==> src/rtl/simp_timer.sv <==
// 64-bit machine timer on the simp bus: CTRL/PRESCALE/MTIME/MTIMECMP/STATUS register file,
// prescaled mtime counter and a registered level interrupt.
//
// state   | meaning
// --------+-----------------------------------------------------------
// ST_IDLE | waiting for simp_valid; access is performed on acceptance
// ST_DONE | simp_done high, simp_data_out holds the access result
// ST_GAP  | request lines ignored while the master drops valid
module simp_timer #(
  parameter int          PRESCALE_WIDTH = 16,
  parameter logic [63:0] MTIMECMP_RST   = 64'hFFFF_FFFF_FFFF_FFFF
) (
  input  logic        clk,
  input  logic        rst,
  input  logic [31:0] simp_addr,
  input  logic [31:0] simp_data_in,
  input  logic        simp_wr,
  input  logic        simp_rd,
  input  logic        simp_valid,
  input  logic [3:0]  simp_be,
  output logic [31:0] simp_data_out,
  output logic        simp_done,
  output logic        timer_irq_o
);

  typedef enum logic [1:0] {
    ST_IDLE = 2'd0,
    ST_DONE = 2'd1,
    ST_GAP  = 2'd2
  } state_t;

  localparam logic [2:0] OFS_CTRL     = 3'd0;
  localparam logic [2:0] OFS_PRESCALE = 3'd1;
  localparam logic [2:0] OFS_MTIME_LO = 3'd2;
  localparam logic [2:0] OFS_MTIME_HI = 3'd3;
  localparam logic [2:0] OFS_CMP_LO   = 3'd4;
  localparam logic [2:0] OFS_CMP_HI   = 3'd5;
  localparam logic [2:0] OFS_STATUS   = 3'd6;

  state_t                    state, state_nxt;
  logic                      access;
  logic                      do_wr, do_rd;
  logic                      wr_any;
  logic [2:0]                offset;
  logic [31:0]               rdata;

  logic                      ctrl_en, ctrl_irq_en;
  logic [PRESCALE_WIDTH-1:0] prescale, presc_cnt, presc_cnt_nxt;
  logic [63:0]               mtime, mtime_nxt;
  logic [63:0]               mtimecmp;
  logic [31:0]               hi_shadow;
  logic                      tick;
  logic                      cmp_hit;
  logic [31:0]               prescale_ext;

  logic                      unused_addr;
  assign unused_addr = ^{simp_addr[31:5], simp_addr[1:0]};

  function automatic logic [31:0] merge_be(input logic [31:0] old_v,
                                           input logic [31:0] new_v,
                                           input logic [3:0]  be);
    logic [31:0] res;
    for (int i = 0; i < 4; i++) begin
      res[8*i +: 8] = be[i] ? new_v[8*i +: 8] : old_v[8*i +: 8];
    end
    return res;
  endfunction

  always_ff @(posedge clk or negedge rst) begin
    if (!rst) state <= ST_IDLE;
    else      state <= state_nxt;
  end

  always_comb begin
    state_nxt = state;
    access    = 1'b0;
    case (state)
      ST_IDLE: begin
        if (simp_valid) begin
          access    = 1'b1;
          state_nxt = ST_DONE;
        end
      end
      ST_DONE: state_nxt = ST_GAP;
      ST_GAP:  state_nxt = ST_IDLE;
      default: state_nxt = ST_IDLE;
    endcase
  end

  assign offset       = simp_addr[4:2];
  assign do_wr        = access && simp_wr && !simp_rd;
  assign do_rd        = access && simp_rd && !simp_wr;
  assign wr_any       = do_wr && (simp_be != 4'b0000);
  assign simp_done    = (state == ST_DONE);
  assign prescale_ext = 32'(prescale);
  assign cmp_hit      = (mtime >= mtimecmp);
  assign tick         = ctrl_en && (presc_cnt == prescale);

  always_comb begin
    rdata = '0;
    case (offset)
      OFS_CTRL:     rdata = {30'd0, ctrl_irq_en, ctrl_en};
      OFS_PRESCALE: rdata = prescale_ext;
      OFS_MTIME_LO: rdata = mtime[31:0];
      OFS_MTIME_HI: rdata = hi_shadow;
      OFS_CMP_LO:   rdata = mtimecmp[31:0];
      OFS_CMP_HI:   rdata = mtimecmp[63:32];
      OFS_STATUS:   rdata = {31'd0, cmp_hit};
      default:      rdata = '0;
    endcase
  end

  // A bus write to either mtime half replaces the tick for that cycle.
  always_comb begin
    mtime_nxt     = tick ? mtime + 64'd1 : mtime;
    presc_cnt_nxt = presc_cnt;
    if (ctrl_en) presc_cnt_nxt = tick ? '0 : presc_cnt + PRESCALE_WIDTH'(1);
    if (wr_any && offset == OFS_PRESCALE) presc_cnt_nxt = '0;
    if (wr_any && offset == OFS_MTIME_LO)
      mtime_nxt = {mtime[63:32], merge_be(mtime[31:0], simp_data_in, simp_be)};
    if (wr_any && offset == OFS_MTIME_HI)
      mtime_nxt = {merge_be(mtime[63:32], simp_data_in, simp_be), mtime[31:0]};
  end

  always_ff @(posedge clk or negedge rst) begin
    if (!rst) begin
      mtime     <= '0;
      presc_cnt <= '0;
    end else begin
      mtime     <= mtime_nxt;
      presc_cnt <= presc_cnt_nxt;
    end
  end

  always_ff @(posedge clk or negedge rst) begin
    if (!rst) begin
      ctrl_en     <= 1'b0;
      ctrl_irq_en <= 1'b0;
      prescale    <= '0;
      mtimecmp    <= MTIMECMP_RST;
    end else if (wr_any) begin
      case (offset)
        OFS_CTRL: begin
          if (simp_be[0]) begin
            ctrl_en     <= simp_data_in[0];
            ctrl_irq_en <= simp_data_in[1];
          end
        end
        OFS_PRESCALE: prescale <= PRESCALE_WIDTH'(merge_be(prescale_ext, simp_data_in, simp_be));
        OFS_CMP_LO:   mtimecmp[31:0]  <= merge_be(mtimecmp[31:0], simp_data_in, simp_be);
        OFS_CMP_HI:   mtimecmp[63:32] <= merge_be(mtimecmp[63:32], simp_data_in, simp_be);
        default: ;
      endcase
    end
  end

  always_ff @(posedge clk or negedge rst) begin
    if (!rst) begin
      simp_data_out <= '0;
      hi_shadow     <= '0;
      timer_irq_o   <= 1'b0;
    end else begin
      if (access) simp_data_out <= do_rd ? rdata : 32'd0;
      if (do_rd && offset == OFS_MTIME_LO) hi_shadow <= mtime[63:32];
      timer_irq_o <= ctrl_irq_en && cmp_hit;
    end
  end

endmodule

==> config.mk <==
export PLATFORM = sky130hd
export DESIGN_NAME = simp_timer
export DESIGN_NICKNAME = d
export VERILOG_FILES = /design/src/rtl/simp_timer.sv
export SDC_FILE = /design/constraint.sdc
export NUM_CORES = 1
export LEC_CHECK = 0
export CAP_MARGIN = 20
export CORE_ASPECT_RATIO = 0.75
export CORE_MARGIN = 5
export CORE_UTILIZATION = 35
export CTS_BUF_LIST = sky130_fd_sc_hd__clkbuf_16
export CTS_CLUSTER_DIAMETER = 80
export DETAILED_ROUTE_END_ITERATION = 8
export DONT_BUFFER_PORTS = 1
export GPL_TIMING_DRIVEN = 0
export PLACE_DENSITY = 0.58
export REMOVE_ABC_BUFFERS = 1
export SETUP_SLACK_MARGIN = 0.5
export SLEW_MARGIN = 20
export SYNTH_ARGS = -nofsm -noshare
export SYNTH_HDL_FRONTEND = slang
export SYNTH_SLANG_ARGS = --single-unit
==> constraint.sdc <==
create_clock -name clk -period 2.75 [get_ports clk]
set_input_delay 0.4125 -clock clk [delete_from_list [all_inputs] [get_ports clk]]
set_output_delay 0.4125 -clock clk [all_outputs]
set_load 0.01 [all_outputs]
==> impl_metrics.tcl, run 1 <==
set metrics [dict create \
    grt_pass1_wl_um 76000 \
    start_kind "flop" \
    path_clk_slew_ns 0.06 \
    die_area_um2 43600 \
    wl_um 52700 \
    report.final.slew_viol_count 0 \
    first_iter_violations 1869 \
    p_per_area_nw_per_um2 477 \
    ioPinCount 107 \
    place.gp.congestion 0.886 \
    grt_antenna_before_repair 1 \
    grtUsageTotal_pct 22.4 \
    synthCells 1409 \
    fp.dieH_um 182 \
    fmax_mhz 400 \
    worst_pin_slew_ns 1.08 \
    drc_errors 0 \
    coreArea_um2 39300 \
    ys_ff_latch 229 \
    wire_per_inst_um 25.6 \
    path_max_fanout 8 \
    dr.pass1.iters 6 \
    outcome "finished, violations left" \
    yosysTopAreaCell "dfrtp_1" \
    crit_path_end_kind "flop" \
    place_hpwl_um 32300 \
    antenna_left 0 \
    synth_commonest_cells "dfrtp_1 (165), mux2_2 (108), a21oi_1 (101)" \
    diodes 0 \
    final_net_count 1660 \
    p_leak_nw 7.09 \
    finalSetupViolations 0 \
    violations "negative hold slack" \
    drive_above_1_share_pct 34.6 \
    clock_latency_ns 0.55 \
    crit_type "flop to flop" \
    min_period_ns 2.50 \
    start_util_pct 35.2 \
    detailedPlace.worstSlack_ns -1.56 \
    post-synth-top-count-cell "dfrtp_1" \
    maxCapViolCount 0 \
    rsz0062_at_grt "yes" \
    clock-root-buffer "clkbuf_16" \
    grt_start_max_net_pins 230 \
    clock_skew_ns 0.0152 \
    fin_crit_sh_pct 90.9 \
    portBuffers 0 \
    grt_overflow 0 \
    layout_setup_ws_ns 0.250 \
    clockBufferDepth 3 \
    relSlewSlack_pct 27.7 \
    worst-endpoint-arrival_ns 2.92 \
    die_x_um 239 \
    yosysUniqueCellTypes 74 \
    htreeDepth 1 \
    finalHoldViolCount 198 \
    hp-class "input pin to async pin" \
    synth-async-reset-ratio_pct 100 \
    synth_top_area_share_pct 29.9 \
    grt_pass1_vias 12000 \
    rows 63 \
    cts.sinks 229 \
    ys_warn_count 0 \
    via_per_inst 6.20 \
    syn_area_um2 13800 \
    ys_seq_area_share_pct 42.1 \
    cp_data_required_time_ns 3.17 \
    fin_tns_setup_ns 0 \
    synth_area_leaders "dfrtp_1 (30%), dfstp_2 (12%), mux2_2 (8.8%), ha_1 (6.0%), a21oi_1 (3.7%)" \
    synth_edf_count 0 \
    fill_cells 3607 \
    synthToLayoutAreaGrowth_pct 25.9 \
    peakVddDrop_mv 0.393 \
    whs_ns -0.418 \
    cts_tree "done" \
    syn_avg_cell_area_um2 9.80 \
    vias 12800 \
    numCtsBuffers 25 \
    ys.flop_type "dfrtp_1" \
]
==> timing repair <==
action                                 4_1_cts  5_1_grt
gates cloned                                 7        9
buffers inserted                            84       55
setup endpoints to repair                  227      196
endpoints found under the hold margin      230      230
hold buffers                                 1        1
pin swaps                                   45       49
gates resized for setup                    135      109
==> critical path: stages, from the launching register on <==
cell	delay, ns
dfrtp_2	0.43
nand3_4	0.14
or4_4	0.60
or4_4	0.62
or3_4	0.43
nand3_2	0.08
o211ai_1	0.08
==> flip-flops by register name (all words and copies together) (netlist names) <==
signal and cells:
state 2, presc_cnt 16, ctrl_irq_en 1, timer_irq_o 1
prescale 16, ctrl_en 1, mtimecmp 64, hi_shadow 32
simp_data_out 32, mtime 64
==> logic make-up after synthesis <==
family | share of synthesized area (%)
and+or+nand+nor | 14.7
xor gates and xnor gates | 1.78
buffers and inverters | 5.15
muxes | 11.5
DFF | 42.1
adders and majority gates | 5.98
AOI/OAI and AO/OA | 18.8
==> metal layers <==
layer | GRT usage [%] | part of all wire [%] | vias to the layer above
li1 | - | - | 5524
met1 | 34.3 | 44 | 6268
met2 | 30.7 | 40 | 819
met3 | 6.13 | 12 | 153
met4 | 5.95 | 3.3 | 2
met5 | 0 | 0.025 | -
==> layout make-up <==
cell class	instances	area, µm²	share of cell area [%]
clock inverters	19	141	0.813
repair buffers	155	1530	8.79
clock buffers	25	626	3.60
inverters	84	319	1.83
flip-flops and latches	229	5860	33.7
well taps	520	651	3.74
multi-input cells	1026	8270	47.6
==> report_power, final <==
| part | switching (W) | internal, W | leakage, nW |
|---|---|---|---|
| registers | 0.000223 | 0.00365 | 2.85 |
| clock network | 0.00146 | 0.00183 | 0.404 |
| logic | 0.000614 | 0.000510 | 3.84 |
==> cell usage in the layout (no fill, tap or decap), types with 7 or more instances in the layout <==
cell       synthesis  final
dfrtp_2            0     36
o21ai_0           98     54
mux2i_1           37     37
nand3_1           41     30
nand2_1           94     89
a22o_1            41     41
dfstp_2           64     64
a221o_1            7      7
mux2_2           108    108
a32oi_1           19     14
buf_12             0     13
xnor2_1           22     22
a22oi_1           12     11
nand3_2            1      8
o21ai_1           10     36
inv_1             84     90
nor2_4             0      7
a31oi_1           28     25
o21ai_2            0     18
and4_1            11      9
clkbuf_16          0     30
dfrtp_1          165    129
o22ai_1           15     14
buf_6              7     11
o221ai_1           9      9
o22a_1            18     18
and3_1            15     12
buf_4              3    120
nor3_1            27     22
nor2_1            84     77
nor4_4             1     15
a21oi_1          101     95
ha_1              66     60
nand4_1           30     30
==> per-stage QoR <==
stage / instance area (µm²) / utilization (%) / std cells / power [W]
after global routing: 17400 / 44.3 / 2058 / 0.00862
after detailed placement: 14300 / 36.3 / 1857 / 0.00479
final: 17400 / 44.3 / 2058 / 0.00830
after global placement: 14100 / 35.8 / 1849 / 0.00475
after floorplan: 13400 / - / 1329 / 0.00447
after CTS: 16400 / 41.8 / 1993 / 0.00824
==> path summary, 6_finish.rpt <==
kind	start	endpoint	cells after the start	slack [ns]
min in group clk	simp_data_in[21]	mtimecmp[21]$_DFFE_PN1P_	1	0.01
max in group asynchronous	rst	mtime[1]$_DFFE_PN0P_	0	2.53
worst min register to register	hi_shadow[20]$_DFFE_PN0P_	hi_shadow[20]$_DFFE_PN0P_	2	0.49
worst min-delay path	rst	hi_shadow[13]$_DFFE_PN0P_	0	-0.42
worst max-delay path	mtime[5]$_DFFE_PN0P_	mtime[59]$_DFFE_PN0P_	6	0.25
worst max register to register	mtime[5]$_DFFE_PN0P_	mtime[59]$_DFFE_PN0P_	6	0.25
(Power assumes the default switching activity.)
==> inputs of run 2 (changes only) <==
Settings changed: CAP_MARGIN 20 to 15, GPL_ROUTABILITY_DRIVEN from default to 1.
==> results of run 2 <==
The final DEF is identical to that of run 1; final timing and power are the same.
==> inputs of run 3 (changes only) <==
Settings changed: GPL_ROUTABILITY_DRIVEN 1 to 0.
==> results of run 3 <==
The final DEF is identical to that of run 1; final timing and power are the same.
